$ cat config.mk
export PLATFORM = sky130hd
export DESIGN_NAME = cache_line_write_merge
export DESIGN_NICKNAME = d
export VERILOG_FILES = /design/src/rtl/cache_pkg.sv /design/src/rtl/byte_lane_decoder.sv /design/src/rtl/cache_line_write_merge.sv
export SDC_FILE = /design/constraint.sdc
export NUM_CORES = 1
export LEC_CHECK = 0
export ABC_AREA = 0
export CORE_ASPECT_RATIO = 1.2
export CORE_MARGIN = 3
export CORE_UTILIZATION = 35
export CTS_CLUSTER_DIAMETER = 40
export DETAILED_ROUTE_END_ITERATION = 10
export DONT_BUFFER_PORTS = 1
export PLACE_DENSITY_LB_ADDON = 0.25
export SYNTH_ARGS = -nofsm -noshare
export SYNTH_HDL_FRONTEND = slang
export SYNTH_HIERARCHICAL = 1
export SYNTH_SLANG_ARGS = --single-unit
$ cat constraint.sdc
create_clock -name clk -period 51.1 [get_ports clk]
set_clock_uncertainty 0.1 [all_clocks]
set_input_delay 15.33 -clock clk [delete_from_list [all_inputs] [get_ports clk]]
set_output_delay 15.33 -clock clk [all_outputs]
set_load 0.005 [all_outputs]
$ cat src/rtl/cache_pkg.sv
// Shared constants and state encoding for the cache data-array write path.
// Imported by the line write merge datapath and its byte lane decoder.
package cache_pkg;

    localparam int LINE_BYTES = 32;
    localparam int OFFSET_W   = 5;
    localparam int WAY_W      = 3;
    localparam int BEAT_W     = 32;
    localparam int NUM_BEATS  = 8;
    localparam int LINE_W     = LINE_BYTES * 8;
    localparam int BEAT_CNT_W = 3;

    typedef enum logic [1:0] {
        IDLE,
        FILL,
        COMMIT
    } state_e;

endpackage

$ cat src/rtl/byte_lane_decoder.sv
// Maps a byte offset to a one-hot byte enable and places the byte
// into its lane of a zeroed half-line.
module byte_lane_decoder
    import cache_pkg::*;
(
    input  logic [OFFSET_W-1:0]   offset_i,
    input  logic [7:0]            data_i,
    output logic [LINE_BYTES-1:0] byte_en_o,
    output logic [LINE_W-1:0]     lane_o
);

    assign byte_en_o = LINE_BYTES'(1) << offset_i;
    assign lane_o    = LINE_W'(data_i) << {offset_i, 3'b000};

endmodule

$ cat src/rtl/cache_line_write_merge.sv
// Write-side datapath for the cache data array: byte stores become
// byte-enabled line writes, eight fill beats become a full-line write.
module cache_line_write_merge
    import cache_pkg::*;
(
    input  logic         clk,
    input  logic         reset,
    input  logic         wr_req,
    input  logic [2:0]   wr_way,
    input  logic         wr_half,
    input  logic [4:0]   wr_offset,
    input  logic [7:0]   wr_data,
    output logic         wr_ready,
    input  logic         fill_start,
    input  logic [2:0]   fill_way,
    input  logic         fill_half,
    input  logic         fill_beat_valid,
    input  logic [31:0]  fill_beat_data,
    output logic         arr_we,
    output logic [2:0]   arr_way,
    output logic         arr_half,
    output logic [255:0] arr_line,
    output logic [31:0]  arr_byte_en,
    output logic         busy
);

    state_e                state_q, state_d;
    logic [BEAT_CNT_W-1:0] beat_q, beat_d;
    logic [LINE_W-1:0]     buf_q, buf_d;
    logic [WAY_W-1:0]      way_q, way_d;
    logic                  half_q, half_d;
    logic                  we_q, we_d;
    logic [WAY_W-1:0]      aw_q, aw_d;
    logic                  ah_q, ah_d;
    logic [LINE_W-1:0]     line_q, line_d;
    logic [LINE_BYTES-1:0] be_q, be_d;
    logic                  busy_q, busy_d;

    logic [LINE_BYTES-1:0] dec_be;
    logic [LINE_W-1:0]     dec_line;

    byte_lane_decoder u_dec (
        .offset_i  (wr_offset),
        .data_i    (wr_data),
        .byte_en_o (dec_be),
        .lane_o    (dec_line)
    );

    assign wr_ready    = (state_q == IDLE) & ~fill_start;
    assign arr_we      = we_q;
    assign arr_way     = aw_q;
    assign arr_half    = ah_q;
    assign arr_line    = line_q;
    assign arr_byte_en = be_q;
    assign busy        = busy_q;

    // Next-state, beat assembly and registered array-side outputs
    always_comb begin
        state_d = state_q;
        beat_d  = beat_q;
        buf_d   = buf_q;
        way_d   = way_q;
        half_d  = half_q;
        we_d    = 1'b0;
        aw_d    = aw_q;
        ah_d    = ah_q;
        line_d  = line_q;
        be_d    = be_q;
        unique case (state_q)
            IDLE: begin
                if (fill_start) begin
                    way_d   = fill_way;
                    half_d  = fill_half;
                    beat_d  = '0;
                    state_d = FILL;
                end else if (wr_req) begin
                    we_d   = 1'b1;
                    aw_d   = wr_way;
                    ah_d   = wr_half;
                    be_d   = dec_be;
                    line_d = dec_line;
                end
            end
            FILL: begin
                if (fill_beat_valid) begin
                    buf_d[beat_q*BEAT_W +: BEAT_W] = fill_beat_data;
                    beat_d = beat_q + 3'd1;
                    if (beat_q == BEAT_CNT_W'(NUM_BEATS - 1)) begin
                        state_d = COMMIT;
                        we_d    = 1'b1;
                        aw_d    = way_q;
                        ah_d    = half_q;
                        be_d    = '1;
                        line_d  = buf_d;
                    end
                end
            end
            COMMIT: begin
                state_d = IDLE;
            end
            default: begin
                state_d = IDLE;
            end
        endcase
        busy_d = (state_d != IDLE);
    end

    // State and output registers; reset abandons any fill in progress
    always_ff @(posedge clk or posedge reset) begin
        if (reset) begin
            state_q <= IDLE;
            beat_q  <= '0;
            buf_q   <= '0;
            way_q   <= '0;
            half_q  <= 1'b0;
            we_q    <= 1'b0;
            aw_q    <= '0;
            ah_q    <= 1'b0;
            line_q  <= '0;
            be_q    <= '0;
            busy_q  <= 1'b0;
        end else begin
            state_q <= state_d;
            beat_q  <= beat_d;
            buf_q   <= buf_d;
            way_q   <= way_d;
            half_q  <= half_d;
            we_q    <= we_d;
            aw_q    <= aw_d;
            ah_q    <= ah_d;
            line_q  <= line_d;
            be_q    <= be_d;
            busy_q  <= busy_d;
        end
    end

endmodule

==> results of run 1 <==
==> synthesized netlist by cell type, types with 2 or more instances <==
library cell	n
sky130_fd_sc_hd__nand2_1	566
sky130_fd_sc_hd__dfrtp_1	559
sky130_fd_sc_hd__o21ai_0	482
sky130_fd_sc_hd__nor2_1	269
sky130_fd_sc_hd__mux2i_1	232
sky130_fd_sc_hd__clkbuf_1	199
sky130_fd_sc_hd__and2_1	157
sky130_fd_sc_hd__nand3_1	117
sky130_fd_sc_hd__o211ai_1	101
sky130_fd_sc_hd__buf_2	78
sky130_fd_sc_hd__nor2b_1	62
sky130_fd_sc_hd__a211oi_1	58
sky130_fd_sc_hd__nor3_1	45
sky130_fd_sc_hd__and3_1	41
sky130_fd_sc_hd__a21o_1	40
sky130_fd_sc_hd__mux2_2	35
sky130_fd_sc_hd__nand4b_1	31
sky130_fd_sc_hd__a21oi_1	21
sky130_fd_sc_hd__nand4bb_1	21
sky130_fd_sc_hd__buf_4	12
sky130_fd_sc_hd__o21ai_1	12
sky130_fd_sc_hd__nand4_1	9
sky130_fd_sc_hd__or4b_1	8
sky130_fd_sc_hd__ha_1	7
sky130_fd_sc_hd__inv_1	5
sky130_fd_sc_hd__nand2b_1	5
sky130_fd_sc_hd__a31oi_1	4
sky130_fd_sc_hd__buf_6	4
sky130_fd_sc_hd__nor4b_1	3
sky130_fd_sc_hd__o311a_1	3
sky130_fd_sc_hd__a22o_1	2
sky130_fd_sc_hd__and3b_1	2
sky130_fd_sc_hd__nand3b_1	2
sky130_fd_sc_hd__or2_2	2
sky130_fd_sc_hd__or3b_1	2
sky130_fd_sc_hd__or4bb_1	2
==> per-layer routing <==
metal  vias up  global-route usage [%]  part of all wire (%)
li1      10800                       -                     -
met1     11900                    34.9                    40
met2       977                    40.1                    44
met3       231                    9.22                    11
met4         0                    13.6                   5.4
met5         -                       0                     0
==> metrics by stage <==
stage	util, %	hold slack (ns)	instances	instance area (sq um)
6_report	40.2	0.368	4177	32500
5_1_grt	40.2	0.384	4177	32500
4_1_cts	40.2	0.373	4177	32500
3_5_place_dp	36.1	0.362	4002	29200
3_3_place_gp	36.1	0.354	4002	29200
2_1_floorplan	-	0.342	3207	28600
==> power breakdown <==
| group | switching (mW) | internal [mW] |
|---|---|---|
| Sequential | 0.166 | 0.615 |
| Clock | 0.247 | 0.430 |
| Combinational | 0.393 | 0.202 |
==> worst min-delay path by stage <==
stage,startpoint,end,slack (ns),depth (start not counted)
floorplan,buf_q[103],buf_q[103],0.34,2
global placement,buf_q[113],buf_q[113],0.35,2
detailed placement,buf_q[89],buf_q[89],0.36,2
CTS,buf_q[83],buf_q[83],0.37,2
global route,buf_q[76],buf_q[76],0.38,2
finish,buf_q[122],buf_q[122],0.37,2
==> final cells by class <==
class | instances | area [sq um]
Multi-Input combinational cell | 2348 | 13500
Tap cell | 1044 | 1310
Sequential cell | 559 | 14000
Clock inverter | 64 | 831
Timing Repair Buffer | 45 | 363
Inverter | 6 | 42.5
Fill cell | 8100 | 48400
Clock buffer | 111 | 2530
==> state kept, by name, summed over array words and instances (netlist names) <==
name / count
arr_half: 1
state_q: 2
arr_byte_en: 32
busy: 1
half_q: 1
way_q: 3
arr_line: 256
buf_q: 256
beat_q: 3
arr_way: 3
arr_we: 1
==> cell families (layout without fill, tap and decap cells) <==
| kind of cell | Yosys count | count (layout) | synth area share [%] |
|---|---|---|---|
| AOI/OAI and AO/OA | 724 | 724 | 14.5 |
| adders and majority gates | 7 | 7 | 0.306 |
| buffers and inverters | 300 | 226 | 4.54 |
| DFF | 559 | 559 | 48.8 |
| muxes | 267 | 267 | 9.48 |
| and+or+nand+nor | 1350 | 1350 | 22.3 |
==> layout by cell type (no fill, tap or decap), types with 9 or more instances in the layout <==
master	Yosys	routed
sky130_fd_sc_hd__mux2_2	35	35
sky130_fd_sc_hd__nand2_1	566	564
sky130_fd_sc_hd__clkinv_4	0	10
sky130_fd_sc_hd__o211ai_1	101	101
sky130_fd_sc_hd__inv_6	0	14
sky130_fd_sc_hd__a21o_1	40	39
sky130_fd_sc_hd__nand4bb_1	21	21
sky130_fd_sc_hd__o21ai_0	482	482
sky130_fd_sc_hd__a21oi_1	21	21
sky130_fd_sc_hd__nor2_1	269	268
sky130_fd_sc_hd__bufinv_16	0	14
sky130_fd_sc_hd__buf_4	12	43
sky130_fd_sc_hd__and2_1	157	155
sky130_fd_sc_hd__clkbuf_16	0	96
sky130_fd_sc_hd__a211oi_1	58	58
sky130_fd_sc_hd__clkinv_2	1	10
sky130_fd_sc_hd__and3_1	41	41
sky130_fd_sc_hd__clkinvlp_4	0	13
sky130_fd_sc_hd__nor2b_1	62	60
sky130_fd_sc_hd__nand3_1	117	114
sky130_fd_sc_hd__nand4b_1	31	31
sky130_fd_sc_hd__nand4_1	9	9
sky130_fd_sc_hd__o21ai_1	12	11
sky130_fd_sc_hd__dfrtp_1	559	559
sky130_fd_sc_hd__mux2i_1	232	232
sky130_fd_sc_hd__nor3_1	45	45
==> impl_summary.txt, run 1 <==
----------------------------------------------------
[Finish]
  Signed area change from the synthesized netlist to the final layout ... 13.5%
  Fraction of final layout cells sized beyond drive strength 1 ... 8.71%
  Final-stage net count ... around 3100
  Inserted Diodes ... 0

[Setup path]
  Endpoint required time on the critical path ... 35.67 ns
  Worst reg2reg path startpoint ... beat_q[0]
  Crit path capture ... wr_ready
  Start-to-end type of the worst setup path ... in2out
  Logic depth of the worst register-to-register path ... 10
  Master of the slowest instance on the critical path ... sky130_fd_sc_hd__nor3_1
  FF-to-FF setup slack ... 46.72 ns
  Sequence of cells on the critical path ... nor3_1
  Critical path origin ... fill_start
  Data arrival at the endpoint of the critical path ... 15.55 ns
  Cell type group with the largest total delay on the critical path ... simple AND/OR/NAND/NOR gates
  Category of the worst setup path capture point ... output pin
  Path length in cells of the critical path ... 1
  CP max FO ... 3
  Critical register-to-register path endpoint ... arr_line[22]
  Combined buffer and inverter count along the critical path ... 0
  Sort of element at the start of the critical path ... primary input
  Slowest Stage Delay on Critical Path ... 0.22 ns

[Place]
  RePlAce Congestion ... roughly 0.84
  Count of input and output buffers ... 0
  Sum of net half-perimeters after detailed placement ... 73.3 mm
  Setup Slack @ Placement ... 20.11 ns

[Pwr]
  Cell leakage power ... 13.8 nW
  Worst IR Drop VDD ... 0.0000305 V
  Power, Total ... 2.05 mW
  Pwr per Cell Area ... 63.1 nW/um^2

[CTS]
  Post-CTS setup repair buffer count ... 0
  CTS tree ... yes
  Clock Tree Root ... sky130_fd_sc_hd__clkbuf_16
  Clock slew at the register clock pins of the worst setup and hold paths ... 0.05 ns
  Resize count post-CTS ... 0
  Clock net sink count ... about 560
  CTS Hold Buffers Added ... 0
  Number of buffers created by CTS ... 94
  Buffer levels on the longest clock path ... 3
  H-tree depth ... 3
  Later-pin clock latency in the skew report ... approximately 0.65 ns

[Yosys]
  Synth warnings ... 6
  Share of the yosys chip area belonging to registers ... 48.8%
  Ranking of synthesized cells by area ... sky130_fd_sc_hd__dfrtp_1, sky130_fd_sc_hd__o21ai_0, sky130_fd_sc_hd__mux2i_1
  Post-synthesis instance area ... 28600 sq um
  Number of enable flip-flop cells after synthesis ... 0
  Synth cell types ... between 40 and 50
  Fraction of post-synthesis cell area in the top cell type by area ... approximately half
  Most instantiated flip-flop cell in the synthesis netlist ... sky130_fd_sc_hd__dfrtp_1
  Flip-flop and latch count after synthesis ... around 560
  Nets in the synthesized netlist ... 3272
  Per-instance average area after synthesis ... 8.93 sq um
  Largest area contributor in the synthesized netlist ... sky130_fd_sc_hd__dfrtp_1
  Ys async rst share ... 100%
  Cell count after synthesis ... 3207

[Routing]
  Iter 0 DRT Violations ... 2093
  Number of vias in the routed layout ... 23900
  First-pass DRT Iterations ... 6
  Remaining antenna violation count after routing ... 0
  Post-detailed-route via-to-cell ratio ... 5.72
  Drt total wl ... 117 mm
  Routed length per placed instance ... 28.0 um
  # DRC ... 0

[Timing]
  Final critical-path required period ... 30.98 ns
  Headroom to the max-slew limit ... roughly 33%
  Setup ws final ... around 20 ns
  RSZ-0062 raised after global routing ... no
  Slew Viols, Final ... 0
  Final-layout setup total negative slack ... 0 ns
  Final setup violating endpoints ... 0
  Transition time at the pin with the least slew margin ... 1.01 ns
  Post-route fraction of the period consumed by the critical path ... 60.6%
  Achievable Freq ... 0.0323 GHz
  Hold violation total from the final report ... 0

[Die]
  Top-level port count ... approximately 350
  Area inside the core boundary ... between 80000 and 90000 sq um
  Placement Rows ... ~110
  Die Height ... 319 um
  Effective utilization at floorplan ... approximately 35%
  Horizontal extent of the die ... 267 um
  Full die area ... between 80000 and 90000 sq um

[Global routing]
  Overflow left after global routing ... 0
  Overall Global Routing Usage ... 27.0%
  Antenna violations before repair ... 4
  Via count of the first global-routing pass ... 22800
  Wire length of the first global-routing pass ... 170 mm
  Pin count of the biggest net entering global routing ... about 170

[Status]
  Outcome ... complete, no violations

[Job]
  Number of max-cap violations ... 0

[Worst hold path]
  HP Class ... reg2reg

----------------------------------------------------
Note: power is estimated with default switching activity, not from simulation.
==> run 2, diff against run 1 <==
==> constraint.sdc (replaced) <==
create_clock -name clk -period 32 [get_ports clk]
set_clock_uncertainty 0.1 [all_clocks]
set_input_delay 9.6 -clock clk [delete_from_list [all_inputs] [get_ports clk]]
set_output_delay 9.6 -clock clk [all_outputs]
set_load 0.005 [all_outputs]
==> impl_summary.txt, run 2 (same netlist as run 1, synthesis figures left out) <==
----------------------------------------------------
[Timing]
  Transition time at the pin with the least slew margin ... 1.08 ns
  Setup ws final ... 12.47 ns
  Hold violation total from the final report ... 0
  Slew Viols, Final ... 0
  Achievable Freq ... 0.0512 GHz
  Final-layout setup total negative slack ... 0 ns
  Post-route fraction of the period consumed by the critical path ... about three fifths
  Headroom to the max-slew limit ... 28.2%
  Final critical-path required period ... 19.53 ns
  Final setup violating endpoints ... 0
  RSZ-0062 raised after global routing ... no

[Pwr]
  Cell leakage power ... ~14 nW
  Worst IR Drop VDD ... about 0.000043 V
  Pwr per Cell Area ... 101 nW/um^2

[Die]
  Effective utilization at floorplan ... between 30% and 40%
  Full die area ... between 80000 and 90000 sq um
  Area inside the core boundary ... 80900 sq um
  Die Height ... 319 um
  Placement Rows ... between 100 and 150
  Horizontal extent of the die ... 267 um
  Top-level port count ... around 350

[Finish]
  Final-stage net count ... 3116
  Fillers ... 8017
  Fraction of final layout cells sized beyond drive strength 1 ... 8.57%
  Most common cell after layout, fill and taps aside ... sky130_fd_sc_hd__nand2_1
  Most frequent cells in the layout ... sky130_fd_sc_hd__nand2_1, sky130_fd_sc_hd__dfrtp_1, sky130_fd_sc_hd__o21ai_0
  Number of standard cells in the layout, taps in and fillers out ... 4172
  Signed area change from the synthesized netlist to the final layout ... 13.5%

[Place]
  Count of input and output buffers ... 0
  Count of placed standard cells including taps ... 4000
  Setup Slack @ Placement ... 12.45 ns
  RePlAce Congestion ... a little over 0.8
  Sum of net half-perimeters after detailed placement ... 73.0 mm

[Routing]
  WL met1 ... 47.2 mm
  Remaining antenna violation count after routing ... 0
  First-pass DRT Iterations ... 5
  Routed length per placed instance ... 27.8 um
  Highest metal used ... met4
  Number of vias in the routed layout ... 23800
  Sum of met3 wire segment lengths after detailed routing ... 12.3 mm
  # DRC ... 0
  Drt total wl ... approximately 120 mm
  Post-detailed-route via-to-cell ratio ... 5.69
  Wire length on met2 ... 50.8 mm
  Iter 0 DRT Violations ... 1944

[CTS]
  Later-pin clock latency in the skew report ... 0.66 ns
  Clock net sink count ... 559
  Number of buffers created by CTS ... 93
  Clock slew at the register clock pins of the worst setup and hold paths ... 0.05 ns
  H-tree depth ... 3
  Buffer levels on the longest clock path ... 3
  CTS Hold Buffers Added ... 0
  CTS tree ... yes
  Resize count post-CTS ... 0
  Clock Tree Root ... sky130_fd_sc_hd__clkbuf_16
  Post-CTS setup repair buffer count ... 0

[Setup path]
  Category of the worst setup path capture point ... output pin
  Sort of element at the start of the critical path ... primary input
  CP max FO ... 3
  Cell type group with the largest total delay on the critical path ... simple AND/OR/NAND/NOR gates
  Endpoint required time on the critical path ... 22.30 ns
  Master of the slowest instance on the critical path ... sky130_fd_sc_hd__nor3_1
  Start-to-end type of the worst setup path ... in2out
  Combined buffer and inverter count along the critical path ... 0
  Sequence of cells on the critical path ... nor3_1
  Data arrival at the endpoint of the critical path ... 9.83 ns
  Slowest Stage Delay on Critical Path ... 0.23 ns

[Global routing]
  Overflow left after global routing ... 0
  Antenna violations before repair ... 5
  Via count of the first global-routing pass ... 22800
  Wire length of the first global-routing pass ... 168 mm
  Pin count of the biggest net entering global routing ... 177
  Overall Global Routing Usage ... 26.8%

[Status]
  Outcome ... complete, no violations

[Job]
  Number of max-cap violations ... 0

[Worst hold path]
  HP Class ... reg2reg

----------------------------------------------------
-- run 2: changes by cell type in the layout (fill, tap and decap cells not counted), sizes merged --
cell,previous run,this run
buf,45,43
clkinvlp,13,7
clkbuf,111,116
clkinv,22,20
bufinv,14,15
diode,0,1
inv,21,19
-- run 2: power by group --
part           switching (mW)  internal [mW]  leakage (nW)
registers               0.265          0.982          7.53
logic                   0.626          0.321          4.60
clock network           0.385          0.700          1.64
-- run 2: metrics by stage --
| step | hold WS, ns | util [%] | area, sq um | power, mW |
|---|---|---|---|---|
| 6_report | 0.368 | 40.2 | 32500 | 3.28 |
| 5_1_grt | 0.391 | 40.2 | 32500 | 3.47 |
| 4_1_cts | 0.374 | 40.2 | 32500 | 3.30 |
| 3_5_place_dp | 0.362 | 36.0 | 29100 | 2.21 |
| 3_3_place_gp | 0.353 | 36.0 | 29100 | 2.19 |
| 2_1_floorplan | 0.342 | - | 28600 | 1.84 |
-- run 2: metal layers --
layer | GRT usage, % | up-vias
met3 | 9.10 | 210
met4 | 12.6 | 0
met5 | 0 | -
met1 | 34.5 | 11800
met2 | 40.5 | 971
li1 | - | 10800
-- run 2: area by class of cell --
cell class / instances / area (sq um) / area share (%)
well taps: 1044 / 1310 / 4.02
diodes: 1 / 2.50 / 0.00770
clock buffers: 116 / 2580 / 7.95
repair buffers: 43 / 335 / 1.03
multi-input cells: 2348 / 13500 / 41.4
clock inverters: 55 / 783 / 2.41
flip-flops and latches: 559 / 14000 / 43.0
inverters: 6 / 42.5 / 0.131
-- run 2: worst paths after layout --
path                       startpoint             to  slack [ns]  cells past startpoint
min                        buf_q[122]     buf_q[122]        0.37                      2
max                        fill_start       wr_ready       12.47                      1
min in group asynchronous       reset       arr_half        8.89                      1
min reg2reg                buf_q[122]     buf_q[122]        0.37                      2
max in group asynchronous       reset  arr_line[172]       20.06                      4
max reg2reg                 beat_q[0]    arr_line[2]       27.08                      9
